$ cat src/rtl/mccpu_cu.sv
// Multi-cycle MIPS-subset control unit: a five-state FSM (IF/ID/EXE/MEM/WB)
// whose datapath controls decode combinationally from state, op, func and z.
module mccpu_cu (
    input  logic       clock,
    input  logic       reset,
    input  logic [5:0] op,
    input  logic [5:0] func,
    input  logic       z,
    output logic       wpc,
    output logic       wir,
    output logic       wmem,
    output logic       wreg,
    output logic       iord,
    output logic       regrt,
    output logic       m2reg,
    output logic       shift,
    output logic       sext,
    output logic       jal,
    output logic       alusrca,
    output logic [1:0] alusrcb,
    output logic [3:0] aluc,
    output logic [1:0] pcsource,
    output logic [2:0] state
);

    typedef enum logic [2:0] {
        S_IF  = 3'b000,
        S_ID  = 3'b001,
        S_EXE = 3'b010,
        S_MEM = 3'b011,
        S_WB  = 3'b100
    } state_t;

    localparam logic [3:0] ALU_ADD = 4'b0000;
    localparam logic [3:0] ALU_SUB = 4'b0100;
    localparam logic [3:0] ALU_AND = 4'b0001;
    localparam logic [3:0] ALU_OR  = 4'b0101;
    localparam logic [3:0] ALU_XOR = 4'b0010;
    localparam logic [3:0] ALU_LUI = 4'b0110;
    localparam logic [3:0] ALU_SLL = 4'b0011;
    localparam logic [3:0] ALU_SRL = 4'b0111;
    localparam logic [3:0] ALU_SRA = 4'b1111;

    localparam logic [5:0] OP_RTYPE = 6'b000000;
    localparam logic [5:0] OP_ADDI  = 6'b001000;
    localparam logic [5:0] OP_ANDI  = 6'b001100;
    localparam logic [5:0] OP_ORI   = 6'b001101;
    localparam logic [5:0] OP_XORI  = 6'b001110;
    localparam logic [5:0] OP_LUI   = 6'b001111;
    localparam logic [5:0] OP_LW    = 6'b100011;
    localparam logic [5:0] OP_SW    = 6'b101011;
    localparam logic [5:0] OP_BEQ   = 6'b000100;
    localparam logic [5:0] OP_BNE   = 6'b000101;
    localparam logic [5:0] OP_J     = 6'b000010;
    localparam logic [5:0] OP_JAL   = 6'b000011;

    state_t state_q, state_d, dec_state;

    // Instruction classification
    logic       r_type, r_alu, r_jr, r_shift;
    logic [3:0] r_aluc;
    logic       i_alu, i_sext;
    logic [3:0] i_aluc;
    logic       is_lw, is_sw, is_beq, is_bne, is_j, is_jal, supported;

    assign r_type = (op == OP_RTYPE);
    assign is_lw  = (op == OP_LW);
    assign is_sw  = (op == OP_SW);
    assign is_beq = (op == OP_BEQ);
    assign is_bne = (op == OP_BNE);
    assign is_j   = (op == OP_J);
    assign is_jal = (op == OP_JAL);

    // NOTE: every always_comb output gets a default first so no path leaves it unassigned (no latch).
    always_comb begin
        r_alu   = 1'b0;
        r_jr    = 1'b0;
        r_shift = 1'b0;
        r_aluc  = ALU_ADD;
        if (r_type) begin
            case (func)
                6'b100000: begin r_alu = 1'b1; r_aluc = ALU_ADD; end
                6'b100010: begin r_alu = 1'b1; r_aluc = ALU_SUB; end
                6'b100100: begin r_alu = 1'b1; r_aluc = ALU_AND; end
                6'b100101: begin r_alu = 1'b1; r_aluc = ALU_OR;  end
                6'b100110: begin r_alu = 1'b1; r_aluc = ALU_XOR; end
                6'b000000: begin r_alu = 1'b1; r_shift = 1'b1; r_aluc = ALU_SLL; end
                6'b000010: begin r_alu = 1'b1; r_shift = 1'b1; r_aluc = ALU_SRL; end
                6'b000011: begin r_alu = 1'b1; r_shift = 1'b1; r_aluc = ALU_SRA; end
                6'b001000: r_jr = 1'b1;
                default:   r_alu = 1'b0;
            endcase
        end
    end

    // Immediate forms; only address and addi arithmetic sign-extend.
    always_comb begin
        i_alu  = 1'b1;
        i_sext = 1'b0;
        i_aluc = ALU_ADD;
        case (op)
            OP_ADDI: i_sext = 1'b1;
            OP_LW:   i_sext = 1'b1;
            OP_SW:   i_sext = 1'b1;
            OP_ANDI: i_aluc = ALU_AND;
            OP_ORI:  i_aluc = ALU_OR;
            OP_XORI: i_aluc = ALU_XOR;
            OP_LUI:  i_aluc = ALU_LUI;
            default: i_alu  = 1'b0;
        endcase
    end

    assign supported = r_alu | r_jr | i_alu | is_beq | is_bne | is_j | is_jal;

    // Reset decodes as IF so the datapath sees a sane fetch setup.
    assign dec_state = reset ? S_IF : state_q;

    always_comb begin
        state_d  = S_IF;
        wpc      = 1'b0;
        wir      = 1'b0;
        wmem     = 1'b0;
        wreg     = 1'b0;
        iord     = 1'b0;
        regrt    = 1'b0;
        m2reg    = 1'b0;
        shift    = 1'b0;
        sext     = 1'b0;
        jal      = 1'b0;
        alusrca  = 1'b0;
        alusrcb  = 2'b00;
        aluc     = ALU_ADD;
        pcsource = 2'b00;
        case (dec_state)
            S_IF: begin
                wpc     = 1'b1;
                wir     = 1'b1;
                alusrcb = 2'b01;
                state_d = S_ID;
            end
            S_ID: begin
                alusrcb = 2'b11;
                sext    = 1'b1;
                if (is_j) begin
                    wpc      = 1'b1;
                    pcsource = 2'b11;
                end else if (r_jr) begin
                    wpc      = 1'b1;
                    pcsource = 2'b10;
                end else if (is_jal) begin
                    wpc      = 1'b1;
                    wreg     = 1'b1;
                    jal      = 1'b1;
                    pcsource = 2'b11;
                end else if (supported) begin
                    state_d = S_EXE;
                end
            end
            S_EXE: begin
                if (r_alu) begin
                    alusrca = 1'b1;
                    aluc    = r_aluc;
                    shift   = r_shift;
                    state_d = S_WB;
                end else if (i_alu) begin
                    alusrca = 1'b1;
                    alusrcb = 2'b10;
                    aluc    = i_aluc;
                    sext    = i_sext;
                    state_d = (is_lw || is_sw) ? S_MEM : S_WB;
                end else if (is_beq || is_bne) begin
                    alusrca  = 1'b1;
                    aluc     = ALU_SUB;
                    pcsource = 2'b01;
                    wpc      = is_beq ? z : ~z;
                end
            end
            S_MEM: begin
                iord = 1'b1;
                if (is_sw) wmem = 1'b1;
                if (is_lw) state_d = S_WB;
            end
            S_WB: begin
                wreg  = 1'b1;
                regrt = ~r_type;
                m2reg = is_lw;
            end
            default: state_d = S_IF;
        endcase
        if (reset) begin
            wpc  = 1'b0;
            wir  = 1'b0;
            wmem = 1'b0;
            wreg = 1'b0;
        end
    end

    // NOTE: sequential state uses non-blocking assignment so every flop samples pre-edge values.
    always_ff @(posedge clock) begin
        if (reset) state_q <= S_IF;
        else       state_q <= state_d;
    end

    assign state = state_q;

endmodule

$ cat config.mk
export PLATFORM = sky130hd
export DESIGN_NAME = mccpu_cu
export DESIGN_NICKNAME = d
export VERILOG_FILES = /design/src/rtl/mccpu_cu.sv
export SDC_FILE = /design/constraint.sdc
export NUM_CORES = 1
export LEC_CHECK = 0
export ABC_AREA = 1
export BUFFER_PORTS_ARGS = -buffer_cell sky130_fd_sc_hd__buf_2
export CAP_MARGIN = 20
export CORE_MARGIN = 1
export CORE_UTILIZATION = 45
export DETAILED_ROUTE_END_ITERATION = 10
export PLACE_DENSITY_LB_ADDON = 0.3
export SLEW_MARGIN = 5
export SYNTH_ARGS = -nofsm -noshare
export SYNTH_HDL_FRONTEND = slang
export SYNTH_SLANG_ARGS = --single-unit
$ cat constraint.sdc
create_clock -name clock -period 3.8 [get_ports clock]
set_clock_uncertainty 0.1 [all_clocks]
set_input_delay 0.95 -clock clock [delete_from_list [all_inputs] [get_ports clock]]
set_output_delay 0.95 -clock clock [all_outputs]
set_load 0.05 [all_outputs]
==> results.md <==
* Count leader, synth: nand2_1
* Drt wl/cell at 10.0 um
* P_leak at 0.611 nW
* Fraction of layout cells with a size suffix above 1 at 0.407
* Core Area at 0.00152 sq mm
* Slew Limit Fails at 0
* Worst VDD drop at 0.143 mV
* Post-DP Area at 946 sq um
* Setup Viol. Count Final at 0
* # rows at 14
* First-pass GRT wire length at 3200 um
* Sequential share of the synthesized area at 0.0816
* Critical path required time at 2.75 ns
* Root buffer cell: clkbuf_4
* Asr flop ratio synth at 0
* Clock-pin slew on the worst setup and hold paths at 0.04 ns
* Synth cell count leaders: nand2_1, inv_1, nor2_1, nand3_1
* Via count at 970
* Sum Neg Setup Slack at 0 ns
* Most used cell, CP: nor2_1
* Drc violations at 0
* Worst-margin pin slew at 0.309 ns
* Post-synth top area share at 0.143
* Pre-antenna DRT Iters at 4
* Final Hold Fails at 0
* Max stage delay cell, worst path: buf_2
* Worst relative slew slack at 0.793
* Status: finished clean
* Syn nets at 147
* Initial DRC Count at 20
* Worst Path Buf+Inv at 2
* Cells after Synth at 132
* Initial antenna violation count at 0
* Initial core utilization at 0.483
* Startpoint types: input port
* Critical-path cell list: buf_2 -> nor2_1 -> nand3_2 -> nand2_2 -> nor2_1 -> nor2_4 -> nand2_2 -> nor2_1 -> buf_2
* # hold bufs at CTS at 0
* IO Port Bufs at 36
* Placed insts at 184
* Horiz. Die Dim at 42.4 um
* Dominant synthesized flop cell: dfxtp_1
* Area Overhead vs Synth at 32.1%
* Netlist cell types at 25
* Layout Cells excl Fill at 188
* Avg Cell Area, Syn at 5.57 sq um
* Delay-heaviest family, CP: simple AND/OR/NAND/NOR gates
* Via density per instance at 5.16
* Mapped Area at 736 sq um
* Pwr/cell area at 169 mW/mm^2
* Number of max-cap violations at 0
* Hpwl dp at 1630 um
* Total Die Area at 0.00180 sq mm
* Element type at the critical path end: output port
* Tcrit/Tclk final at 0.861
* Period minus WS final at 3.27 ns
* CTS tree: built
* RSZ-0062 raised after global routing: no
* Post-place setup slack at 0.544 ns
* Num CTS Buffers at 3
* Post-DRT Antenna Nets at 0
* Final worst slack at 0.527 ns
* Total GRT Usage at 0.223
* H-tree Lvls at 1
* GRT overflow at 0
* Layout Nets at 188
* Post-synth EDFFs at 0
* Synth area leader: nand2_1
* Slowest cell delay on critical path at 0.27 ns
* F_max at 306 MHz
* Hold crit path type: flip-flop to flip-flop
* # Post-CTS Setup Buffers at 0
* Yosys reg bits at 3
* CP Class: input port to output port
* WL final at 1880 um
* Vias in the first global route at 797
* Die Span Y at 42.4 um
* Largest net degree at the start of global routing at 11
* Largest cells by area after synthesis: nand2_1, inv_1, nor2_1
* CP arrival at 2.22 ns
* CP max FO at 4
* Design Area, Final at 972 sq um
* I/O pin count at 37
* Bufs on Longest Clock Path at 2
* Worst-Skew Late Latency at 0.24 ns
* Num Clock Sinks at 3
* Post-CTS sizing at 0
* # diodes at 0
* RePlAce Congestion at 0.897
* Max FFs per register at 3
* Synth warn at 0
==> metal layers <==
| layer | part of all wire | vias up | wire (um) | GRT usage |
|---|---|---|---|---|
| met4 | 0.0096 | 0 | 18 | 0.0313 |
| met1 | 0.44 | 433 | 836 | 0.306 |
| met2 | 0.48 | 33 | 909 | 0.357 |
| met5 | 0 | - | 0 | 0 |
| li1 | - | 502 | - | - |
| met3 | 0.063 | 2 | 119 | 0.0560 |
==> logic make-up (layout without fill, tap and decap cells) <==
group | count (synthesis) | after routing | share of synthesized area
simple gates | 91 | 91 | 0.679
buf+inv | 27 | 67 | 0.141
flops | 3 | 3 | 0.0816
compound gates | 11 | 11 | 0.0986
==> report_power, final <==
part / switching, mW / internal [mW] / leakage (nW)
registers: 0.000885 / 0.0327 / 0.0246
clock network: 0.0198 / 0.0396 / 0.0150
logic: 0.0513 / 0.0197 / 0.571
==> tightest hold or removal path, cell delays in order (launching register included) <==
cell,delay [ns]
dfxtp_1,0.32
nand2_1,0.13
nor2_2,0.08
nand2_1,0.06
nand2_1,0.04
==> path summary, 6_finish.rpt <==
kind,startpoint,to,slack (ns),cells past startpoint
worst max register to register,state[2],state[2],2.43,5
worst min-delay path,state[0],state[1],0.58,4
worst min register to register,state[0],state[1],0.58,4
worst max-delay path,func[5],shift,0.53,9
==> per-stage QoR <==
step                      total power, mW   util  hold WS [ns]
after global routing                0.177  0.638         0.629
after floorplan                    0.0813      -         0.774
after detailed placement            0.105  0.621         0.576
final                               0.164  0.638         0.585
after global placement              0.103  0.621         0.570
after CTS                           0.165  0.638         0.585
==> cell usage in the layout, fill, tap and decap left out, types with 2 or more instances in the layout <==
cell type,instances
nor2_8,2
nand2_2,5
a21oi_1,2
nand3_2,3
nor3_1,2
a21oi_2,2
clkbuf_4,3
nor2_1,20
nor2_4,2
nor2_2,5
o21ai_0,3
inv_1,21
buf_2,36
nor3_2,2
inv_2,5
dfxtp_1,3
nand3_1,13
nand2_1,28
nand4_1,5
==> layout make-up <==
| type | count | area [sq um] |
|---|---|---|
| Inverter | 27 | 104 |
| Clock buffer | 4 | 26.3 |
| Fill cell | 156 | 552 |
| Multi-Input combinational cell | 102 | 582 |
| Tap cell | 16 | 20.0 |
| Timing Repair Buffer | 36 | 180 |
| Sequential cell | 3 | 60.1 |
No activity file was read; power rests on OpenSTA's default activity.
